==> src/rtl/hci_router_wide_adapter.sv <==
// hci_router_wide_adapter
//
// Upstream stage of the reordering HCI router. A wide NB_CHAN-word
// valid/ready request is captured in a single-entry slice and presented
// to the router as NB_CHAN per-channel requests. The bank rotation
// (order) comes from the word address. The router answers with a fixed
// latency of one cycle and cannot be stalled. Read data is therefore
// buffered in a FIFO, and a read is only issued when a FIFO slot is
// guaranteed for its response.
//
// Ports
//   clk_i, rst_ni, clear_i    clock, async active-low reset, sync flush
//   req_*                     upstream wide request (valid/ready)
//   rsp_*                     upstream read response (valid/ready)
//   rtr_req_o .. rtr_data_o   router request side
//   rtr_r_valid_i, _data_i    router response, one cycle after grant
//   unexp_rsp_o               sticky: response seen with nothing in flight
module hci_router_wide_adapter #(
    parameter int unsigned NB_CHAN    = 4,
    parameter int unsigned AW         = 32,
    parameter int unsigned FIFO_DEPTH = 2
) (
    input  logic                       clk_i,
    input  logic                       rst_ni,
    input  logic                       clear_i,
    input  logic                       req_valid_i,
    output logic                       req_ready_o,
    input  logic [AW-1:0]              req_addr_i,
    input  logic                       req_wen_i,
    input  logic [4*NB_CHAN-1:0]       req_be_i,
    input  logic [32*NB_CHAN-1:0]      req_data_i,
    output logic                       rsp_valid_o,
    input  logic                       rsp_ready_i,
    output logic [32*NB_CHAN-1:0]      rsp_data_o,
    output logic                       rtr_req_o,
    input  logic                       rtr_gnt_i,
    output logic [$clog2(NB_CHAN)-1:0] rtr_order_o,
    output logic [AW*NB_CHAN-1:0]      rtr_add_o,
    output logic                       rtr_wen_o,
    output logic [4*NB_CHAN-1:0]       rtr_be_o,
    output logic [32*NB_CHAN-1:0]      rtr_data_o,
    input  logic                       rtr_r_valid_i,
    input  logic [32*NB_CHAN-1:0]      rtr_r_data_i,
    output logic                       unexp_rsp_o
);

    localparam int unsigned LOG_NB = $clog2(NB_CHAN);
    localparam int unsigned CW     = $clog2(FIFO_DEPTH + 1);
    localparam int unsigned PW     = (FIFO_DEPTH > 1) ? $clog2(FIFO_DEPTH) : 1;

    // Input slice
    logic                  r_full;
    logic [AW-1:2]         r_addr;
    logic                  r_wen;
    logic [4*NB_CHAN-1:0]  r_be;
    logic [32*NB_CHAN-1:0] r_data;

    // In-flight tracking and status
    logic r_inflight;
    logic r_inflight_rd;
    logic r_mask;
    logic r_unexp;

    // Response FIFO
    logic [32*NB_CHAN-1:0] r_mem [FIFO_DEPTH];
    logic [PW-1:0]         r_wptr;
    logic [PW-1:0]         r_rptr;
    logic [CW-1:0]         r_count;

    logic          w_load;
    logic          w_issue;
    logic          w_credit_ok;
    logic [CW:0]   w_used;
    logic          w_rsp;
    logic          w_push;
    logic          w_pop;

    function automatic logic [PW-1:0] ptr_inc(input logic [PW-1:0] p);
        return (p == PW'(FIFO_DEPTH - 1)) ? '0 : p + 1'b1;
    endfunction

    // A read reserves a FIFO slot for its response at issue time: the slot
    // is counted as used from the cycle after issue (inflight_rd) until the
    // response is pushed, so a push can never find the FIFO full.
    assign w_used      = {1'b0, r_count} + {{CW{1'b0}}, r_inflight_rd};
    assign w_credit_ok = ~r_wen | (w_used < (CW+1)'(FIFO_DEPTH));

    assign rtr_req_o   = r_full & w_credit_ok;
    assign w_issue     = rtr_req_o & rtr_gnt_i;
    assign req_ready_o = ~r_full | w_issue;
    assign w_load      = req_valid_i & req_ready_o;

    // The response cycle right after a reset or clear is ignored: it may
    // belong to a request issued before the flush.
    assign w_rsp  = rtr_r_valid_i & ~r_mask;
    assign w_push = w_rsp & r_inflight_rd;
    assign w_pop  = rsp_valid_o & rsp_ready_i;

    // Payload outputs read as zero while the slice is empty.
    assign rtr_order_o = r_full ? r_addr[LOG_NB+1:2] : '0;
    assign rtr_wen_o   = r_full & r_wen;
    assign rtr_be_o    = r_full ? r_be : '0;
    assign rtr_data_o  = r_full ? r_data : '0;

    for (genvar i = 0; i < NB_CHAN; i++) begin : g_add
        assign rtr_add_o[AW*i +: AW] = r_full ? ({r_addr, 2'b00} + AW'(4*i)) : '0;
    end

    assign rsp_valid_o = (r_count != '0);
    assign rsp_data_o  = rsp_valid_o ? r_mem[r_rptr] : '0;
    assign unexp_rsp_o = r_unexp;

    always_ff @(posedge clk_i or negedge rst_ni) begin
        if (!rst_ni) begin
            r_full        <= 1'b0;
            r_inflight    <= 1'b0;
            r_inflight_rd <= 1'b0;
            r_mask        <= 1'b1;
            r_unexp       <= 1'b0;
            r_wptr        <= '0;
            r_rptr        <= '0;
            r_count       <= '0;
        end else if (clear_i) begin
            r_full        <= 1'b0;
            r_inflight    <= 1'b0;
            r_inflight_rd <= 1'b0;
            r_mask        <= 1'b1;
            r_unexp       <= 1'b0;
            r_wptr        <= '0;
            r_rptr        <= '0;
            r_count       <= '0;
        end else begin
            r_mask        <= 1'b0;
            if (w_load) begin
                r_full <= 1'b1;
            end else if (w_issue) begin
                r_full <= 1'b0;
            end
            r_inflight    <= w_issue;
            r_inflight_rd <= w_issue & r_wen;
            if (w_rsp & ~r_inflight) begin
                r_unexp <= 1'b1;
            end
            if (w_push) begin
                r_wptr <= ptr_inc(r_wptr);
            end
            if (w_pop) begin
                r_rptr <= ptr_inc(r_rptr);
            end
            if (w_push & ~w_pop) begin
                r_count <= r_count + 1'b1;
            end else if (~w_push & w_pop) begin
                r_count <= r_count - 1'b1;
            end
        end
    end

    always_ff @(posedge clk_i) begin
        if (w_load) begin
            r_addr <= req_addr_i[AW-1:2];
            r_wen  <= req_wen_i;
            r_be   <= req_be_i;
            r_data <= req_data_i;
        end
        if (w_push) begin
            r_mem[r_wptr] <= rtr_r_data_i;
        end
    end

`ifndef SYNTHESIS
    a_no_overflow: assert property (@(posedge clk_i) disable iff (!rst_ni)
        !(w_push && (r_count == CW'(FIFO_DEPTH))));
`endif

endmodule

==> config.mk <==
export PLATFORM = sky130hd
export DESIGN_NAME = hci_router_wide_adapter
export DESIGN_NICKNAME = d
export VERILOG_FILES = /design/src/rtl/hci_router_wide_adapter.sv
export SDC_FILE = /design/constraint.sdc
export NUM_CORES = 1
export LEC_CHECK = 0
export ABC_AREA = 1
export CAP_MARGIN = 25
export CORE_AREA = 2 2 281 283
export DETAILED_ROUTE_END_ITERATION = 6
export DIE_AREA = 0 0 283 285
export PLACE_DENSITY = 0.56
export REMOVE_ABC_BUFFERS = 1
export SLEW_MARGIN = 40
export SYNTH_ARGS = -nofsm -noshare
export SYNTH_HDL_FRONTEND = slang
export SYNTH_SLANG_ARGS = --single-unit
==> constraint.sdc <==
create_clock -name clk_i -period 10.2 [get_ports clk_i]
set_clock_uncertainty 0.1 [all_clocks]
set_input_delay 2.04 -clock clk_i [delete_from_list [all_inputs] [get_ports clk_i]]
set_output_delay 2.04 -clock clk_i [all_outputs]
set_load 0.005 [all_outputs]
==> results.ini <==
[final_layout]
mostFrequentLayoutCell=clkdlybuf4s50_1
nets=2754
mostFrequentLayoutCells=708 x clkdlybuf4s50_1, 541 x nand2_1, 431 x edfxtp_1, 219 x inv_1, 188 x a21oi_1
areaGrowthSynthToFinish_pct=52.2
layout-drive-gt1-share_pct=5.33

[clock_network]
clk_pin_slew_ns=0.06
cts_buffers=51
postCtsResizedCells=0
htreeDepth=2
cts_num_sinks=440
post-cts-setup-buffers=0
hold_buffers=0
cts_tree=done
cts-root-buf=clkbuf_16
clk_latency_ns=0.59
clockBufferDepth=3

[detailed_routing]
drc=0
ant_nets=0
wl_per_cell_um=18.1
via_count=14941
wl_um=63700
drtIter0Drc=953
dr.pass1.iters=5
routed_via_density=4.24

[placed_design]
gp_congestion=0.881
portBuffers=708
hpwl_um=45600
place_ws_ns=4.74

[grt]
grt_first_pass_wirelength_um=93700
antenna_found_initial=6
grt_max_degree=210
grtUsageTotal_pct=15.1
grt_pass1_vias=14908
overflow=0

[logic_synthesis]
ys_types=31
synth.area.mux_share_pct=0
synth-simple-area-share_pct=16.6
synth.avg_cell_area_um2=10.7
synthXorXnorAreaFrac_pct=0.0934
syn_inst=1752
synth_fa_ha_area_share_pct=0.267
netlist_area_um2=18800
netlist.area_leader.share_pct=69.0
synth_top_family_by_area=simple AND/OR/NAND/NOR gates
synth_compound_area_share_pct=6.09
yosysTopAreaCell=edfxtp_1
ys_warn_count=0
yosys-top-cells-area=edfxtp_1 69%, nand2_1 11%, a21oi_1 5.0%, inv_1 4.4%, nor2_1 2.2%
yosysSeqAreaShare_pct=70.2
synth_seq_cells=440

[die]
die_h_um=285
fp.dieW_um=283
dieArea_um2=80700
io_pins=719
initial_core_util_pct=24.1
num_rows=103
coreArea_um2=78000

[power_and_ir_drop]
power_density_nw_per_um2=165
power_leakage_uw=0.0111
peakVddDrop_mv=0.116

[flow_run]
maxCapViolations=0

[critical_path]
critPathKind=reg -> out
required_ns=8.06
cp_max_fo=62
end_kind=primary output
arrival_ns=3.45
cp-start-kind=flip-flop

[timing]
hold_violations=0
clock.fmax_ghz=0.179
fin_crit_ns=5.59
setup_slack_ns=4.61
setup-violations-final=0
drv_slew=0
maxSlewHeadroom_pct=50.9
rsz0062_at_grt=false
fin_hold_ws_ns=0.394
min_period_over_period_pct=54.8
tightest_slew_ns=0.737

[hold_path]
worstHoldPathType=reg -> reg

[status]
status=finished clean

==> where the power goes <==
group	switching [µW]	total (µW)	internal [µW]
logic	443	921	478
registers	44.2	2090	2050
clock network	746	1710	961
total	1230	4720	3490
==> metal layers <==
layer | wire length [µm] | vias up | track usage [%]
met2 | 32600 | 539 | 27.0
met3 | 4130 | 107 | 3.42
met5 | 73 | - | 0
met1 | 25200 | 7179 | 18.0
li1 | - | 7106 | -
met4 | 1730 | 10 | 4.49
==> path summary, 6_finish.rpt <==
check,start,end,slack (ns),cells after the start
setup / recovery,r_count[0]$_DFFE_PN0P_,rsp_data_o[91],4.61,5
hold / removal,unexp_rsp_o$_DFFE_PN0P_,unexp_rsp_o$_DFFE_PN0P_,0.39,1
setup reg to reg,r_full$_DFFE_PN0P_,r_data[106]$_DFFE_PP_,6.79,6
hold reg to reg,unexp_rsp_o$_DFFE_PN0P_,unexp_rsp_o$_DFFE_PN0P_,0.39,1
max in group asynchronous,rst_ni,r_full$_DFFE_PN0P_,7.97,1
min in group asynchronous,rst_ni,unexp_rsp_o$_DFFE_PN0P_,1.66,1
==> registers in the layout (all words and copies together) (netlist names) <==
name and count:
r_mem 256, r_data 128, r_addr 30, r_be 16
r_count 2, r_full 1, r_inflight 1, r_inflight_rd 1
r_mask 1, r_rptr 1, r_wen 1, r_wptr 1
unexp_rsp_o 1
==> area by class of cell <==
| cell class | instances | area, µm² |
|---|---|---|
| Clock buffer | 66 | 1350 |
| Inverter | 223 | 842 |
| Antenna cell | 1 | 2.50 |
| Clock inverter | 24 | 191 |
| Tap cell | 1050 | 1310 |
| Timing Repair Buffer | 722 | 7280 |
| Fill cell | 7666 | 49400 |
| Sequential cell | 440 | 13200 |
| Multi-Input combinational cell | 1000 | 4380 |
==> synth_stat cells <==
| library cell | number |
|---|---|
| a21oi_1 | 188 |
| a31oi_1 | 1 |
| buf_1 | 7 |
| buf_2 | 11 |
| buf_4 | 13 |
| clkbuf_1 | 64 |
| clkbuf_2 | 1 |
| clkinv_1 | 1 |
| conb_1 | 1 |
| dfrtp_1 | 8 |
| dfstp_2 | 1 |
| edfxtp_1 | 431 |
| ha_1 | 4 |
| inv_1 | 220 |
| inv_2 | 2 |
| nand2_1 | 541 |
| nand2_2 | 11 |
| nand2_4 | 1 |
| nand3_1 | 44 |
| nand3b_1 | 1 |
| nand4_1 | 5 |
| nor2_1 | 111 |
| nor2_2 | 17 |
| nor2_4 | 10 |
| nor2_8 | 1 |
| nor3_1 | 16 |
| nor3b_1 | 1 |
| o21a_1 | 2 |
| o21ai_0 | 34 |
| o21ai_1 | 2 |
| xor2_1 | 2 |
==> logic make-up after synthesis <==
group,after synthesis
XOR/XNOR,2
flip-flops,440
other,1
AND/OR/NAND/NOR,759
buffers and inverters,319
AO/OA/AOI/OAI,227
adder cells (fa/ha/maj),4
==> metrics by stage <==
step / instance area [µm²] / setup TNS (ns) / instances / utilization (%) / power [µW]
after floorplan: 18400 / -207.20 / 1663 / - / 2460
after global placement: 26900 / 0 / 3432 / 34.5 / 3050
after detailed placement: 26900 / 0 / 3432 / 34.5 / 3060
after CTS: 28500 / 0 / 3522 / 36.5 / 4790
after global routing: 28500 / 0 / 3526 / 36.6 / 4930
final: 28500 / 0 / 3526 / 36.6 / 4720
==> worst max-delay path: stages (launching register included) <==
cell and delay (ns):
dfrtp_1 0.44, nor2_4 0.36, buf_4 0.60, buf_4 0.69, a21oi_1 0.10, clkdlybuf4s50_1 0.56
Note: power is estimated with default switching activity, not from simulation.
==> edit, RTL diff (config.mk and constraints unchanged) <==
Set the parameter `NB_CHAN` to 2 (it was 4).
--- a/src/rtl/hci_router_wide_adapter.sv
+++ b/src/rtl/hci_router_wide_adapter.sv
@@ -17,5 +17,5 @@
 //   unexp_rsp_o               sticky: response seen with nothing in flight
 module hci_router_wide_adapter #(
-    parameter int unsigned NB_CHAN    = 4,
+    parameter int unsigned NB_CHAN    = 2,
     parameter int unsigned AW         = 32,
     parameter int unsigned FIFO_DEPTH = 2
Ports: changed (8 resized); port bits go from 719 to 382. The function was not compared with the original's and may differ.
==> edit against the unedited design <==
Die area stayed put; cell count is 31% lower; via count is 47% lower; worst setup slack better by 0.14 ns; final area is 44% lower; sequential cell count is 200 lower; total power is 44% lower; synthesized area is 46% lower; highest routed layer unchanged; wire length is 46% lower; critical path type is now input port to primary output; critical endpoint is now req_ready_o; combinational power is 47% lower.
==> edit: results (changes against the unedited design) <==
[finish]
fin_cells=2418  ; -31%
final_nets=1521  ; -45%

[detailed_routing]
vias=7935  ; -47%
drt_pass1_iterations=4  ; -1
wl_per_cell_um=14.2  ; -21%

[place]
gp_congestion=0.863  ; -2.1%
preCtsSetupSlack_ns=4.75  ; +0.00945 ns
port_buffers=375  ; -47%
hpwl_mm=24.4  ; -47%

[synth]
syn_inst=965  ; -45%
synth-compound-area-share_pct=4.35  ; -1.7 points
synth_edf_count=231  ; -46%
synth_commonest_cells=nand2_1 (340), edfxtp_1 (231), inv_1 (142)
synth_area_leaders=edfxtp_1 (68%), nand2_1 (13%), inv_1 (5.2%)

[timing]
whs_ns=0.426  ; +0.0322 ns
slew_headroom_pct=49.0  ; -1.8 points
fin_crit_sh_pct=53.4  ; -1.4 points

[global_routing]
grt_max_degree=103  ; -51%
grt_first_pass_wirelength_mm=50.4  ; -46%
grt_pass1_vias=7985  ; -46%
grt_usage_pct=8.08  ; -7.0 points

[worst_setup_path]
r2r-start=r_count[0]$_DFFE_PN0P_
cp.arrival_ns=3.31  ; -0.14 ns
crit_start=rtr_gnt_i
regToRegSetupSlack_ns=7.50  ; +0.71 ns
crit_type=input port to primary output

[power]
p_leak_nw=6.20  ; -44%
ir_drop_v=0.000127  ; +9.1%
netSwitchingPower_mw=0.701  ; -43%

[status]
status=finished clean

[clock_network]
htreeDepth=1  ; -1

## edit: cell types whose count changed in the layout (fill, tap and decap cells not counted), moves of 21 or more
cell,delta
nand2_1,-201
o21ai_0,-24
edfxtp_1,-200
clkdlybuf4s50_1,-333
clkbuf_16,-21
inv_1,-79
a21oi_1,-115
nor2_1,-46
nand3_1,-26
## edit: cell type report
cell class / count / area, um2
antenna: 4 / 10.0
clock buffer: 37 / 777
clock inverter: 15 / 119
fill: 8455 / 61900
inverter: 144 / 541
multi-input combinational: 544 / 2320
sequential: 240 / 7170
tap: 1050 / 1310
timing repair buffer: 384 / 3860
## edit: path summary, 6_finish.rpt
path | to | depth (start not counted)
min reg2reg | unexp_rsp_o$_DFFE_PN0P_ | 1
max | req_ready_o | 4
min | unexp_rsp_o$_DFFE_PN0P_ | 1
max in group asynchronous | r_full$_DFFE_PN0P_ | 1
min in group asynchronous | r_inflight$_DFF_PN0_ | 1
max reg2reg | r_data[26]$_DFFE_PP_ | 7
## edit: power groups by stage
stage                     sequential (mW)  clock (mW)  combinational (mW)
after floorplan                      1.17           0               0.153
after global placement               1.16           0               0.494
after detailed placement             1.16           0               0.497
after CTS                            1.14        1.03               0.501
after global routing                 1.15        1.06               0.535
final                                1.14       0.985               0.491
## edit: worst max-delay path: stages
cell             delay [ns]
clkdlybuf4s50_1        0.46
nand3_1                0.18
nand2_1                0.13
clkdlybuf4s50_1        0.50
## edit: metal layers
metal	global-route usage (%)	wire [um]	vias to the layer above
met5	0	33	-
met4	3.48	1350	4
met3	2.10	2150	72
met2	13.4	16200	261
met1	9.90	14600	3750
li1	-	-	3848
## edit: cell families (layout without fill, tap and decap cells)
family	after synthesis	in the layout
simple gates	449	449
flops	240	240
buf+inv	184	580
compound gates	87	87
xor+xnor	3	3
fa+ha+maj	1	1
other cells	1	8
